<file path="config.mk">
export PLATFORM = sky130hd
export DESIGN_NAME = port_intr
export DESIGN_NICKNAME = d
export VERILOG_FILES = /design/src/rtl/port_pkg.sv /design/src/rtl/intr_coalesce.sv /design/src/rtl/port_intr.sv
export SDC_FILE = /design/constraint.sdc
export NUM_CORES = 1
export LEC_CHECK = 0
export ABC_AREA = 1
export BUFFER_PORTS_ARGS = -buffer_cell sky130_fd_sc_hd__buf_2
export CELL_PAD_IN_SITES_DETAIL_PLACEMENT = 0
export CELL_PAD_IN_SITES_GLOBAL_PLACEMENT = 1
export CORE_MARGIN = 4
export CORE_UTILIZATION = 25
export CTS_BUF_LIST = sky130_fd_sc_hd__clkbuf_8
export DETAILED_ROUTE_END_ITERATION = 7
export PLACE_DENSITY_LB_ADDON = 0.05
export SLEW_MARGIN = 0
export SYNTH_ARGS = -nofsm -noshare
export SYNTH_HDL_FRONTEND = slang
export SYNTH_HIERARCHICAL = 1
export SYNTH_SLANG_ARGS = --single-unit
</file>
<file path="constraint.sdc">
create_clock -name sys_clk0 -period 2.2 [get_ports sys_clk0]
set_clock_uncertainty 0.2 [all_clocks]
set_input_delay 0.22 -clock sys_clk0 [delete_from_list [all_inputs] [get_ports sys_clk0]]
set_output_delay 0.22 -clock sys_clk0 [all_outputs]
set_load 0.01 [all_outputs]
</file>
<file path="src/rtl/port_pkg.sv">
// -----------------------------------------------------------------------------
// port_pkg -- shared constants and helpers for the per-port interrupt block.
//
// Holds the DCR word offsets of the port interrupt registers, the default
// implemented-bit mask for PxIS/PxIE, the PxICC field layout, and small
// helpers that decode/clean a PxICC value.
//
// The PxICC helpers are only consumed when PORT_INTR_COALESCE_EN is defined.
// -----------------------------------------------------------------------------
package port_pkg;

    // DCR word offsets (DCR_ABus[5:9])
    localparam logic [4:0] PXIS_OFS  = 5'h04;
    localparam logic [4:0] PXIE_OFS  = 5'h05;
    localparam logic [4:0] PXICC_OFS = 5'h06;

    // Implemented PxIS/PxIE bits when the instance does not override the mask
    localparam logic [31:0] IS_MASK_DFLT = 32'hFDC0_00FF;

    // PxICC field positions
    localparam int PXICC_CC_LSB = 0;
    localparam int PXICC_CC_MSB = 7;
    localparam int PXICC_TV_LSB = 8;
    localparam int PXICC_TV_MSB = 23;
    localparam int PXICC_EN_BIT = 31;

    typedef struct packed {
        logic        en;
        logic [15:0] tv;
        logic [7:0]  cc;
    } coal_cfg_t;

    function automatic coal_cfg_t pxicc_decode(input logic [31:0] v);
        coal_cfg_t c;
        c.en = v[PXICC_EN_BIT];
        c.tv = v[PXICC_TV_MSB:PXICC_TV_LSB];
        c.cc = v[PXICC_CC_MSB:PXICC_CC_LSB];
        return c;
    endfunction

    // Keep only the defined PxICC fields so reserved bits read back as 0
    function automatic logic [31:0] pxicc_clean(input logic [31:0] v);
        logic [31:0] r;
        r = '0;
        r[PXICC_EN_BIT]                = v[PXICC_EN_BIT];
        r[PXICC_TV_MSB:PXICC_TV_LSB]   = v[PXICC_TV_MSB:PXICC_TV_LSB];
        r[PXICC_CC_MSB:PXICC_CC_LSB]   = v[PXICC_CC_MSB:PXICC_CC_LSB];
        return r;
    endfunction

endpackage

</file>
<file path="src/rtl/intr_coalesce.sv">
// -----------------------------------------------------------------------------
// intr_coalesce -- interrupt coalescing gate for one port.
//
// Counts cycles carrying an event on an enabled bit and runs a timeout from
// the first uncounted event. When the count reaches CC or the timer reaches
// TV the FSM passes through FIRE, which opens the output gate; the gate stays
// open while any enabled status bit is pending. Coalescing is bypassed
// (allow=1) when EN=0, CC=0 or TV=0.
//
// Ports:
//   clk      in   clock
//   rst_n    in   synchronous active-low reset
//   cfg      in   decoded PxICC (en, tv, cc)
//   evt      in   an enabled status bit is being set this cycle
//   pending  in   (PxIS & PxIE) != 0
//   allow    out  permit the interrupt output to follow PxIS & PxIE
// -----------------------------------------------------------------------------
module intr_coalesce
    import port_pkg::*;
(
    input  logic      clk,
    input  logic      rst_n,
    input  coal_cfg_t cfg,
    input  logic      evt,
    input  logic      pending,
    output logic      allow
);

    localparam logic [1:0] ST_IDLE  = 2'd0;
    localparam logic [1:0] ST_COUNT = 2'd1;
    localparam logic [1:0] ST_FIRE  = 2'd2;

    logic [1:0]  state_reg, state_next;
    logic [7:0]  cnt_reg, cnt_next;
    logic [15:0] tmr_reg, tmr_next;
    logic        gate_reg, gate_next;
    logic        active;

    assign active = cfg.en && (cfg.cc != 8'd0) && (cfg.tv != 16'd0);

    always_comb begin
        state_next = state_reg;
        cnt_next   = cnt_reg;
        tmr_next   = tmr_reg;
        gate_next  = gate_reg & pending;
        if (!active) begin
            state_next = ST_IDLE;
            cnt_next   = 8'd0;
            tmr_next   = 16'd0;
            gate_next  = 1'b0;
        end else begin
            case (state_reg)
                ST_IDLE: begin
                    if (evt) begin
                        cnt_next   = 8'd1;
                        tmr_next   = 16'd0;
                        state_next = (cfg.cc == 8'd1) ? ST_FIRE : ST_COUNT;
                    end
                end
                ST_COUNT: begin
                    tmr_next = tmr_reg + 16'd1;
                    if (evt) begin
                        cnt_next = cnt_reg + 8'd1;
                    end
                    // Count threshold and timeout landing together still
                    // make only one trip through FIRE.
                    if ((evt && (cnt_reg + 8'd1 >= cfg.cc)) ||
                        (tmr_reg + 16'd1 >= cfg.tv)) begin
                        state_next = ST_FIRE;
                    end
                end
                ST_FIRE: begin
                    state_next = ST_IDLE;
                    cnt_next   = 8'd0;
                    tmr_next   = 16'd0;
                    gate_next  = 1'b1;
                end
                default: begin
                    state_next = ST_IDLE;
                end
            endcase
        end
    end

    always_ff @(posedge clk) begin
        if (!rst_n) begin
            state_reg <= ST_IDLE;
            cnt_reg   <= 8'd0;
            tmr_reg   <= 16'd0;
            gate_reg  <= 1'b0;
        end else begin
            state_reg <= state_next;
            cnt_reg   <= cnt_next;
            tmr_reg   <= tmr_next;
            gate_reg  <= gate_next;
        end
    end

    // FIRE opens the gate in the same cycle so the output register sees it
    assign allow = !active || gate_reg || (state_reg == ST_FIRE);

endmodule

</file>
<file path="src/rtl/port_intr.sv">
// -----------------------------------------------------------------------------
// port_intr -- per-port interrupt status/enable registers on the DCR bus.
//
// Registers (DCR_ABus[1:4] must equal C_PORT_ID):
//   5'h04 PxIS  status, set by port_evt_set, write-1-to-clear (set wins)
//   5'h05 PxIE  enable, read/write
//   5'h06 PxICC coalescing control (only with PORT_INTR_COALESCE_EN defined,
//               otherwise reads 0 and ignores writes)
// A DCR write commits once, on the first cycle DCR_Write is high.
//
// Ports:
//   sys_clk0           in   clock (same as DCR clock)
//   sys_rst_n          in   synchronous active-low reset
//   DCR_Read           in   read strobe (reads have no side effects)
//   DCR_Write          in   write strobe
//   DCR_ABus[0:9]      in   [1:4] port number, [5:9] word offset
//   DCR_Sl_DBus[0:31]  in   write data, internal bit n = DCR_Sl_DBus[31-n]
//   port_evt_set       in   single-cycle PxIS set pulses
//   Sl_dcrDbus_port    out  combinational read data
//   port2ghc_PxISIE    out  registered PxIS & PxIE (gated when coalescing)
//   port2ghc_ips_set   out  port_evt_set[15:0] delayed one cycle
//   port2ghc_intr_req  out  port2ghc_PxISIE[15:0]
//
// Build option: PORT_INTR_COALESCE_EN adds PxICC and the intr_coalesce gate.
// -----------------------------------------------------------------------------
module port_intr
    import port_pkg::*;
#(
    parameter logic [3:0]  C_PORT_ID = 4'b0010,
    parameter logic [31:0] C_IS_MASK = IS_MASK_DFLT
) (
    input  logic        sys_clk0,
    input  logic        sys_rst_n,
    input  logic        DCR_Read,
    input  logic        DCR_Write,
    input  logic [0:9]  DCR_ABus,
    input  logic [0:31] DCR_Sl_DBus,
    input  logic [31:0] port_evt_set,
    output logic [31:0] Sl_dcrDbus_port,
    output logic [31:0] port2ghc_PxISIE,
    output logic [15:0] port2ghc_ips_set,
    output logic [15:0] port2ghc_intr_req
);

    logic [3:0]  addr_port;
    logic [4:0]  addr_ofs;
    logic        sel;
    logic [31:0] wr_data;
    logic        wr_seen_reg;
    logic        wr_hold_reg;
    logic        wr_commit;
    logic        wr_pxis, wr_pxie;
    logic [31:0] pxis_reg, pxis_next;
    logic [31:0] pxie_reg, pxie_next;
    logic [31:0] pending_vec;
    logic [31:0] pxisie_reg;
    logic [15:0] ips_set_reg;
    logic        irq_allow;
    logic [31:0] rd_data;

    // Reads are side-effect free and address bit 0 is outside the decode
    logic unused_inputs;
    assign unused_inputs = DCR_Read ^ DCR_ABus[0];

    assign addr_port = DCR_ABus[1:4];
    assign addr_ofs  = DCR_ABus[5:9];
    assign sel       = (addr_port == C_PORT_ID);
    // Plain assignment reverses the big-endian bus: wr_data[n] = DCR_Sl_DBus[31-n]
    assign wr_data   = DCR_Sl_DBus;

    // wr_hold_reg remembers a write that was already high across reset so it
    // cannot commit until DCR_Write has dropped and risen again.
    always_ff @(posedge sys_clk0) begin
        if (!sys_rst_n) begin
            wr_seen_reg <= 1'b0;
            wr_hold_reg <= DCR_Write;
        end else begin
            wr_seen_reg <= DCR_Write;
            wr_hold_reg <= wr_hold_reg & DCR_Write;
        end
    end

    assign wr_commit = DCR_Write && !wr_seen_reg && !wr_hold_reg && sel;
    assign wr_pxis   = wr_commit && (addr_ofs == PXIS_OFS);
    assign wr_pxie   = wr_commit && (addr_ofs == PXIE_OFS);

    // Per-bit next state; unimplemented bits are forced to 0
    for (genvar gi = 0; gi < 32; gi++) begin : g_bit
        assign pxis_next[gi] = C_IS_MASK[gi] &
            (port_evt_set[gi] | (pxis_reg[gi] & ~(wr_pxis & wr_data[gi])));
        assign pxie_next[gi] = C_IS_MASK[gi] &
            (wr_pxie ? wr_data[gi] : pxie_reg[gi]);
    end

    assign pending_vec = pxis_reg & pxie_reg;

    always_ff @(posedge sys_clk0) begin
        if (!sys_rst_n) begin
            pxis_reg    <= '0;
            pxie_reg    <= '0;
            pxisie_reg  <= '0;
            ips_set_reg <= '0;
        end else begin
            pxis_reg    <= pxis_next;
            pxie_reg    <= pxie_next;
            pxisie_reg  <= pending_vec & {32{irq_allow}};
            ips_set_reg <= port_evt_set[15:0];
        end
    end

`ifdef PORT_INTR_COALESCE_EN
    logic        wr_pxicc;
    logic [31:0] pxicc_reg;
    coal_cfg_t   coal_cfg;
    logic        coal_evt;
    logic        coal_pending;

    assign wr_pxicc = wr_commit && (addr_ofs == PXICC_OFS);

    always_ff @(posedge sys_clk0) begin
        if (!sys_rst_n) begin
            pxicc_reg <= '0;
        end else if (wr_pxicc) begin
            pxicc_reg <= pxicc_clean(wr_data);
        end
    end

    assign coal_cfg     = pxicc_decode(pxicc_reg);
    assign coal_evt     = |(port_evt_set & pxie_reg);
    assign coal_pending = |pending_vec;

    intr_coalesce u_coalesce (
        .clk     (sys_clk0),
        .rst_n   (sys_rst_n),
        .cfg     (coal_cfg),
        .evt     (coal_evt),
        .pending (coal_pending),
        .allow   (irq_allow)
    );
`else
    assign irq_allow = 1'b1;
`endif

    always_comb begin
        rd_data = 32'h0;
        if (sel) begin
            case (addr_ofs)
                PXIS_OFS:  rd_data = pxis_reg;
                PXIE_OFS:  rd_data = pxie_reg;
`ifdef PORT_INTR_COALESCE_EN
                PXICC_OFS: rd_data = pxicc_reg;
`else
                PXICC_OFS: rd_data = 32'h0;
`endif
                default:   rd_data = 32'h0;
            endcase
        end
    end

    assign Sl_dcrDbus_port   = rd_data;
    assign port2ghc_PxISIE   = pxisie_reg;
    assign port2ghc_ips_set  = ips_set_reg;
    assign port2ghc_intr_req = pxisie_reg[15:0];

endmodule

</file>
==> results.md, run 1 <==
- Outcome: finished clean
- CP Capture Type: flop
- Layout cells sized above 1: 0.254
- Worst hold path endpoint: port2ghc_PxISIE[28]
- DRT iter0 DRCs: approximately 150
- Hold_ws: around 150 ps
- Switch Pwr: between 0.0006 and 0.0007 W
- Hold depth: 3
- Fin util: 0.361
- Top cells by area, synth: dfxtp_1 (48%), buf_4 (12%), nand2_1 (11%), nor2_1 (6.7%), nand3_1 (4.7%)
- Global-route wire length before repair: around 13 mm
- DRC: 0
- Synthesized flop and latch total: roughly 70
- Die area: 0.0134 mm^2
- Routability cong.: between 0.7 and 0.8
- Internal power: around 0.0019 W
- Root Driver: clkbuf_8
- Min-delay src: sys_rst_n
- Clock group share of total power: 0.362
- Remaining global-route overflow: 0
- Routed WL: about 8.3 mm
- Initial Util: 0.255
- Slew Limit Fails: 0
- Crit path kind: primary input to flop
- Worst Setup SP: DCR_Write
- Commonest non-fill, non-tap cell in the layout: buf_2
- CP Data Required Time: approximately 2200 ps
- YS warnings: 6
- IO Port Bufs: 111
- I/O pin count: around 170
- Worst Reg-to-Reg Cells: 8
- Crit path cell chain: dlygate4sd3_1, buf_2, nand2_1, nor2_8, buf_8, nand3_1, nand2_1, a21oi_1, dlygate4sd3_1
- Worst path slowest cell: dlygate4sd3_1
- Die height: approximately 120 um
- CTS Buf Count: 9
- Final setup violation count: 0
- Initial antenna violation count: 0
- H-Tree Level Count: 3
- Maximum clock frequency: ~0.48 GHz
- Worst-skew pair later-pin latency: around 340 ps
- Final hold violations: 0
- CTS tree: built
- Synth top area share: 0.477
- DP Worst Slack: slightly below 400 ps
- Critical Path Max Stage Delay: 570 ps
- Fin worst setup slack: 103 ps
- Dpl hpwl: 5.52 mm
- Synth-to-layout area growth: 41.6%
- Vias per cell: a little under 4
- TNS Setup: 0 ps
- Die X: around 120 um
- Sw frac: 0.247
- RSZ-0062 raised after global routing: no
- Largest net degree at the start of global routing: 43
- Clock transition at path regs: roughly 70 ps
- Tmin final: around 2100 ps
- Total core area: between 0.01 and 0.015 mm^2
- Vias post-DR: between 2000 and 3000
- Inserted Diodes: 0
- Comb power frac: 0.112
- Routed length per placed instance: roughly 12 um
- R2r setup slk: 260 ps
- Highest-count cells in the layout ignoring fill and taps: buf_2 (111), nand2_1 (86), dfxtp_1 (69), nor2_1 (52), dlygate4sd3_1 (52)
- Hold WC Path Type: primary input to flop
- Netlist Area Pre-Place: around 0.0029 mm^2
- CP Max Fanout: 17
- Power density cells: between 600 and 700 mW/mm^2
- Maximum capacitance violations: 0
- Syn_area_per_cell: roughly 7.6 um^2
- Nets: about 610
- Final cycle utilization of the critical path: 0.953
- CTS Sinks: 69
- Seq pwr share: 0.526
- DRT antenna net count: 0
- Leakage power: 2.10 nW
- Reg-to-reg endpoint: pxis_reg[29]
- Vias in the first global route: approximately 2500
- GRT Total Usage: 0.125
- Worst EP arrival: about 2100 ps
- Crit start category: primary input
- Largest area contributor in the netlist: dfxtp_1
- Mapped Cells: 379
- Sequential share of the synthesized area: 0.477
- R2r startpoint: wr_seen_reg
- Tot Pwr: about 0.0025 W
- First-pass DRT Iterations: 4
- Unique masters post-synth: 22
- Peak VDD IR: 0.266 mV
- Clk buf depth: 2
- Rows: 39
-- metrics by stage --
step,area (um^2),instances
6_report,4100,682
5_1_grt,4100,682
4_1_cts,4090,682
3_5_place_dp,3400,614
3_3_place_gp,3400,614
2_1_floorplan,3030,416
-- how the worst max path moves through the flow --
stage | end | slack (ps)
6_report | pxis_reg[29] | 100
5_1_grt | pxis_reg[29] | 10
4_1_cts | pxis_reg[29] | 8
3_5_place_dp | Sl_dcrDbus_port[2] | 390
3_3_place_gp | Sl_dcrDbus_port[2] | 390
2_1_floorplan | Sl_dcrDbus_port[22] | 660
-- kinds of logic (layout without fill, tap and decap cells) --
family | after synthesis | in the layout | synth area share
AOI/OAI and AO/OA | 44 | 44 | 0.0769
buffers and inverters | 92 | 215 | 0.186
DFF | 69 | 69 | 0.477
other | 1 | 38 | 0.00130
and+or+nand+nor | 173 | 173 | 0.258
-- layer usage --
metal / GRT usage / share of wire / vias up
met5: 0 / 0 / -
met4: 0.0325 / 0.0089 / 0
met3: 0.0454 / 0.082 / 4
met2: 0.207 / 0.47 / 105
met1: 0.156 / 0.44 / 1181
li1: - / - / 1399
-- synth_stat cells --
master / count
a21oi_1: 26
buf_1: 1
buf_2: 7
buf_4: 46
buf_6: 1
clkbuf_1: 6
clkinv_1: 1
clkinv_4: 1
conb_1: 1
dfxtp_1: 69
inv_1: 29
nand2_1: 86
nand2_4: 2
nand3_1: 27
nor2_1: 52
nor2_2: 2
nor2_4: 1
nor2_8: 2
o21a_1: 1
o21ai_0: 7
o21ai_1: 10
or2_4: 1
-- power groups by stage --
stage          logic (W)  registers [W]  clock network [W]
3_3_place_gp    0.000206        0.00134                  0
2_1_floorplan   0.000158        0.00135                  0
4_1_cts         0.000284        0.00132           0.000964
6_report        0.000281        0.00132           0.000905
5_1_grt         0.000316        0.00132            0.00103
3_5_place_dp    0.000208        0.00134                  0
-- area by class of cell --
type / instances / area (um^2)
Clock inverter: 5 / 20.0
Clock buffer: 11 / 151
Tap cell: 143 / 179
Multi-Input combinational cell: 255 / 1110
Sequential cell: 69 / 1380
Inverter: 31 / 121
Fill cell: 1263 / 7270
Timing Repair Buffer: 168 / 1130
-- worst max-delay path, delay by kind of cell --
kind                   cells  cell delay, ps
AOI/OAI and AO/OA          1              50
buffers and inverters      4            1420
and+or+nand+nor            4             430
-- what timing repair did --
item                       CTS  global route
buffers inserted             0             0
hold buffers                52             0
setup endpoints to repair    0             9
gates resized for setup      0             2
hold endpoints to repair    52             0
(Power assumes the default switching activity.)
==> inputs of run 2 (changes only) <==
--- a/config.mk
+++ b/config.mk
@@ -14,6 +14,7 @@
 export CTS_BUF_LIST = sky130_fd_sc_hd__clkbuf_8
 export DETAILED_ROUTE_END_ITERATION = 7
 export PLACE_DENSITY_LB_ADDON = 0.05
+export REMOVE_ABC_BUFFERS = 1
 export SLEW_MARGIN = 0
 export SYNTH_ARGS = -nofsm -noshare
 export SYNTH_HDL_FRONTEND = slang
==> run 2 against run 1 <==
Effect of this change: wire length down 2.7%; global-route usage about the same; setup slack improved by 78 ps; clock-buffer cell count shrank 1; worst hold slack hardly changed; power grew 5.7%; cell count shrank 0.15%; cell area grew 0.46%; combinational power about the same; sequential share of layout area decreased by 0.15 points; critical path type unchanged; highest routed layer unchanged.
==> results.md, run 2 (synthesis results as in run 1) <==
- TNS Setup: 0 ps
- Final setup violation count: 0
- DRT iter0 DRCs: 65
- Tmin final: roughly 2000 ps
- Crit path capture: pxis_reg[28]
- Crit start category: primary input
- Die X: 116 um
- Initial antenna violation count: 0
- Root Driver: clkbuf_8
- R2r startpoint: wr_hold_reg
- Clk buf depth: 2
- CP Max Fanout: 12
- Non-filler cells, final: 681
- Hold WC Path Type: primary input to flop
- Peak VDD IR: between 0.2 and 0.3 mV
- GRT Total Usage: 0.125
- RSZ-0062 raised after global routing: no
- Layout cells sized above 1: 0.262
- Nets: a little over 600
- CP Data Required Time: 2230 ps
- Vias per cell: between 3 and 4
- Slew Limit Fails: 0
- I/O pin count: about 170
- Outcome: finished clean
- Routed WL: approximately 8 mm
- Initial Util: 0.255
- Synth-to-layout area growth: 42.3%
- Inst Count DP: 613
- DRC: 0
- IO Port Bufs: approximately 110
- Remaining global-route overflow: 0
- Reg-to-reg endpoint: pxis_reg[28]
- Final hold violations: 0
- Filler cells: around 1300
- DRT antenna net count: 0
- Worst Setup SP: DCR_Write
- Largest net degree at the start of global routing: 43
- Vias post-DR: 2634
- Highest-count cells in the layout ignoring fill and taps: buf_2 (111), nand2_1 (86), dfxtp_1 (69), nor2_1 (52), dlygate4sd3_1 (51)
- Clock transition at path regs: 80 ps
- Routed length per placed instance: around 12 um
- Power density cells: 642 mW/mm^2
- Commonest non-fill, non-tap cell in the layout: buf_2
- First-pass DRT Iterations: 4
- CTS Buf Count: 9
- Crit path kind: primary input to flop
- CP Capture Type: flop
- Leakage power: roughly 2.1 nW
- Maximum capacitance violations: 0
- Vias in the first global route: about 2600
- Worst-skew pair later-pin latency: 340 ps
- Die height: roughly 120 um
- Die area: between 0.01 and 0.015 mm^2
- Inserted Diodes: 0
- Final cycle utilization of the critical path: 0.918
- CTS Sinks: slightly below 70
- Dpl hpwl: between 5 and 6 mm
- Rows: 39
- Routability cong.: 0.645
- Worst EP arrival: approximately 2000 ps
- Worst Reg-to-Reg Cells: 8
- Total core area: about 0.011 mm^2
- H-Tree Level Count: 3
- R2r setup slk: 300 ps
- Global-route wire length before repair: 12.8 mm
- CTS tree: built
- Maximum clock frequency: 0.495 GHz
==> run 2: cell count changes in the layout (fill, tap and decap cells not counted) <==
cell,before,now
clkinv_2,1,2
bufinv_16,0,1
inv_1,33,29
clkinvlp_4,0,3
clkbuf_8,11,10
dlygate4sd3_1,52,51
==> run 2: critical path, stage by stage <==
cell and delay, ps:
dlygate4sd3_1 520, buf_2 120, nand2_1 120, nor2_8 150, buf_8 170, nand3_1 70, nand2_1 60, a21oi_1 60
dlygate4sd3_1 560
==> run 2: per-stage QoR <==
step / setup slack, ps / total power [W] / hold WS (ps) / utilization / cell area (um^2)
floorplan: 534 / 0.00144 / 113 / - / 2620
CTS: 20.9 / 0.00271 / 140 / 0.361 / 4100
detailed placement: 380 / 0.00155 / 204 / 0.298 / 3390
finish: 181 / 0.00265 / 146 / 0.362 / 4120
global placement: 399 / 0.00155 / 201 / 0.298 / 3390
global route: 49.6 / 0.00281 / 162 / 0.362 / 4120
==> run 2: final cells by class <==
type                    count  area, um^2  share of cell area
repair buffers            167        1120               0.273
well taps                 143         179              0.0434
inverters                  31         121              0.0295
multi-input cells         255        1110               0.270
clock buffers              10         138              0.0334
clock inverters             6        62.6              0.0152
flip-flops and latches     69        1380               0.335
==> run 2: worst min-delay path by stage <==
stage                startpoint              endpoint  slack [ps]  depth (start not counted)
4_1_cts               sys_rst_n   port2ghc_PxISIE[29]         140                          3
3_3_place_gp    port_evt_set[8]   port2ghc_ips_set[8]         200                          3
5_1_grt               sys_rst_n   port2ghc_PxISIE[27]         160                          3
2_1_floorplan         sys_rst_n  port2ghc_ips_set[10]         110                          2
3_5_place_dp   port_evt_set[11]  port2ghc_ips_set[11]         200                          3
6_report              sys_rst_n   port2ghc_PxISIE[29]         150                          3
==> run 2: timing repair <==
item | CTS | global route
setup buffers | 0 | 1
endpoints found under the hold margin | 52 | 0
hold buffers | 51 | 0
gates resized for setup | 0 | 2
endpoints found under the setup margin | 0 | 4
==> run 2: report_power, final <==
group | leakage (nW) | switching, W | internal [W] | total [W]
clock network | 0.0943 | 0.000502 | 0.000550 | 0.00105
registers | 0.567 | 0.0000222 | 0.00129 | 0.00131
logic | 1.42 | 0.000141 | 0.000138 | 0.000279
total | 2.08 | 0.000665 | 0.00198 | 0.00265
==> run 2: per-layer routing <==
metal | GRT usage | vias up | routed length (um)
met5 | 0 | - | 0
met4 | 0.0325 | 0 | 78
met3 | 0.0449 | 6 | 597
met2 | 0.203 | 84 | 3770
met1 | 0.159 | 1148 | 3660
li1 | - | 1396 | -
==> inputs of run 3 (changes only) <==
--- a/config.mk
+++ b/config.mk
@@ -13,7 +13,7 @@
 export CORE_UTILIZATION = 25
 export CTS_BUF_LIST = sky130_fd_sc_hd__clkbuf_8
 export DETAILED_ROUTE_END_ITERATION = 7
-export PLACE_DENSITY_LB_ADDON = 0.05
+export PLACE_DENSITY = 0.68
 export REMOVE_ABC_BUFFERS = 1
 export SLEW_MARGIN = 0
 export SYNTH_ARGS = -nofsm -noshare
==> run 3 against run 2 <==
Effect of this change: worst hold slack better by 65 ps; global-route usage increased by 0.17 points; register-to-register slack better by 20 ps; clock-buffer cell count unchanged; largest power group unchanged; clock power down 17%; sequential power is essentially flat; setup slack better by 1.5 ps.
==> results.md, run 3 (synthesis results as in run 1) <==
- Outcome: finished clean
- Peak VDD IR: 0.363 mV
- DRT antenna net count: 0
- Register area: between 0.001 and 0.0015 mm^2
- Worst hold path endpoint: port2ghc_PxISIE[1]
- Worst-skew pair later-pin latency: 350 ps
- Final hold violations: 0
- Routed WL: just over 8 mm
- Area of the multi-input gates: 0.00111 mm^2
- Final setup violation count: 0
- Worst path slowest cell: dlygate4sd3_1
- Final cycle utilization of the critical path: 0.917
- DRT iter0 DRCs: around 140
- CTS Buf Count: 9
- Nets: 606
- GRT Total Usage: 0.127
- Vias per cell: approximately 4.0
- Die X: roughly 120 um
- Dpl hpwl: roughly 5.2 mm
- I/O pin count: 174
- Initial Util: 0.255
- Routability cong.: between 0.6 and 0.7
- Clock group share of total power: 0.354
- Met3 usage: 0.0554
- Routed length per placed instance: between 10 and 15 um
- Comb power frac: 0.111
- Rows: 39
- H-Tree Level Count: 3
- Total core area: about 0.011 mm^2
- Inserted Diodes: 0
- Critical Path Max Stage Delay: roughly 570 ps
- Fin util: 0.354
- Largest net degree at the start of global routing: 43
- Fin worst setup slack: 183 ps
- Worst Reg-to-Reg Cells: 7
- Power density cells: 611 mW/mm^2
- CP delay by family, top: buffers and inverters
- Sw frac: 0.251
- Filler cells: ~1200
- Maximum capacitance violations: 0
- Synth-to-layout area growth: 38.9%
- Met2 usage: 0.212
- TNS Setup: 0 ps
- RSZ-0062 raised after global routing: no
- Switch Pwr: 0.000618 W
- M1 GR Usage: 0.146
- Global-route wire length before repair: about 13 mm
- Seq pwr share: 0.535
- Clock transition at path regs: 70 ps
- First-pass DRT Iterations: 4
- Remaining global-route overflow: 0
- Crit start category: primary input
- Maximum clock frequency: 0.496 GHz
- Postcts setup bufs: 0
- Commonest non-fill, non-tap cell in the layout: buf_2
- Tot Pwr: roughly 0.0025 W
- Hold depth: 4
- CP Capture Type: flop
- DRC: 0
- Highest-count cells in the layout ignoring fill and taps: buf_2 (111), nand2_1 (86), dfxtp_1 (69), nor2_1 (52), dlygate4sd3_1 (47)
- Hold WC Path Type: primary input to flop
- Vias in the first global route: around 2600
- Internal power: 0.00184 W
- Crit path cell chain: dlygate4sd3_1, buf_2, nand2_1, nor2_8, nand3_1, nand2_1, a21oi_1, dlygate4sd3_1
- CTS tree: built
- CP Buf/Inv Count: 3
- Min-delay src: sys_rst_n
- IO Port Bufs: 111
- Clk buf depth: 2
- CP Data Required Time: about 2200 ps
- Leakage power: between 2 and 2.5 nW
- Busiest layer in global routing: met2
- Initial antenna violation count: 0
- Tmin final: 2020 ps
- CTS Sinks: just under 70
- R2r startpoint: wr_hold_reg
- R2r setup slk: 320 ps
- Die height: 116 um
- CP Max Fanout: 11
- Layout cells sized above 1: 0.256
- Slew Limit Fails: 0
- Vias post-DR: 2683
- Worst EP arrival: between 2000 and 2500 ps
- Die area: 0.0134 mm^2
- Root Driver: clkbuf_8
- Crit path kind: primary input to flop
- DP Worst Slack: roughly 290 ps
- Reg-to-reg endpoint: pxis_reg[31]
## run 3: cell count changes in the layout (fill, tap and decap cells not counted), sizes merged
| cell | before | now |
|---|---|---|
| bufinv | 1 | 0 |
| clkinvlp | 3 | 0 |
| dlygate4sd3 | 51 | 47 |
| inv | 29 | 32 |
| buf | 116 | 115 |
## run 3: power groups by stage
stage                     clock network (W)  registers [W]   logic, W
after floorplan                           0        0.00135  0.0000961
after global placement                    0        0.00134   0.000204
after detailed placement                  0        0.00134   0.000207
after CTS                          0.000927        0.00132   0.000273
after global routing               0.000987        0.00132   0.000307
final                              0.000872        0.00132   0.000272
## run 3: worst reg2reg max path: stages (launching register included)
cell	delay (ps)
dfxtp_1	310
nor2_1	80
nand2_1	130
nor2_8	270
nand3_1	100
nand2_1	70
a21oi_1	50
dlygate4sd3_1	570
## run 3: routing by layer
metal	up-vias	wire length (um)
met2	108	4010
li1	1380	-
met5	-	0
met1	1189	3490
met4	0	68
met3	6	748
## run 3: worst max path at each step
| stage | startpoint | endpoint | slack, ps | depth (start not counted) |
|---|---|---|---|---|
| floorplan | DCR_ABus[8] | Sl_dcrDbus_port[0] | 530 | 4 |
| global placement | DCR_ABus[1] | pxie_reg[0] | 310 | 8 |
| detailed placement | DCR_ABus[1] | pxie_reg[30] | 290 | 8 |
| CTS | DCR_Write | pxis_reg[27] | 190 | 8 |
| global route | DCR_Write | pxis_reg[22] | 110 | 8 |
| finish | DCR_Write | pxis_reg[31] | 180 | 8 |
## run 3: final cells by class
cell class | count | share of cell area
Inverter | 31 | 0.0302
Clock buffer | 10 | 0.0342
Multi-Input combinational cell | 255 | 0.277
Sequential cell | 69 | 0.343
Timing Repair Buffer | 162 | 0.266
Tap cell | 143 | 0.0445
Clock inverter | 5 | 0.00529
## run 3: what timing repair did
action,4_1_cts,5_1_grt
hold buffers,47,0
gates resized for setup,0,0
hold endpoints to repair,52,0
## run 3: through the flow
stage | hold slack [ps] | std cells | instance area, um^2
floorplan | 113 | 355 | 2620
global placement | 201 | 613 | 3390
detailed placement | 206 | 613 | 3390
CTS | 188 | 675 | 4020
global route | 218 | 675 | 4020
finish | 211 | 675 | 4020
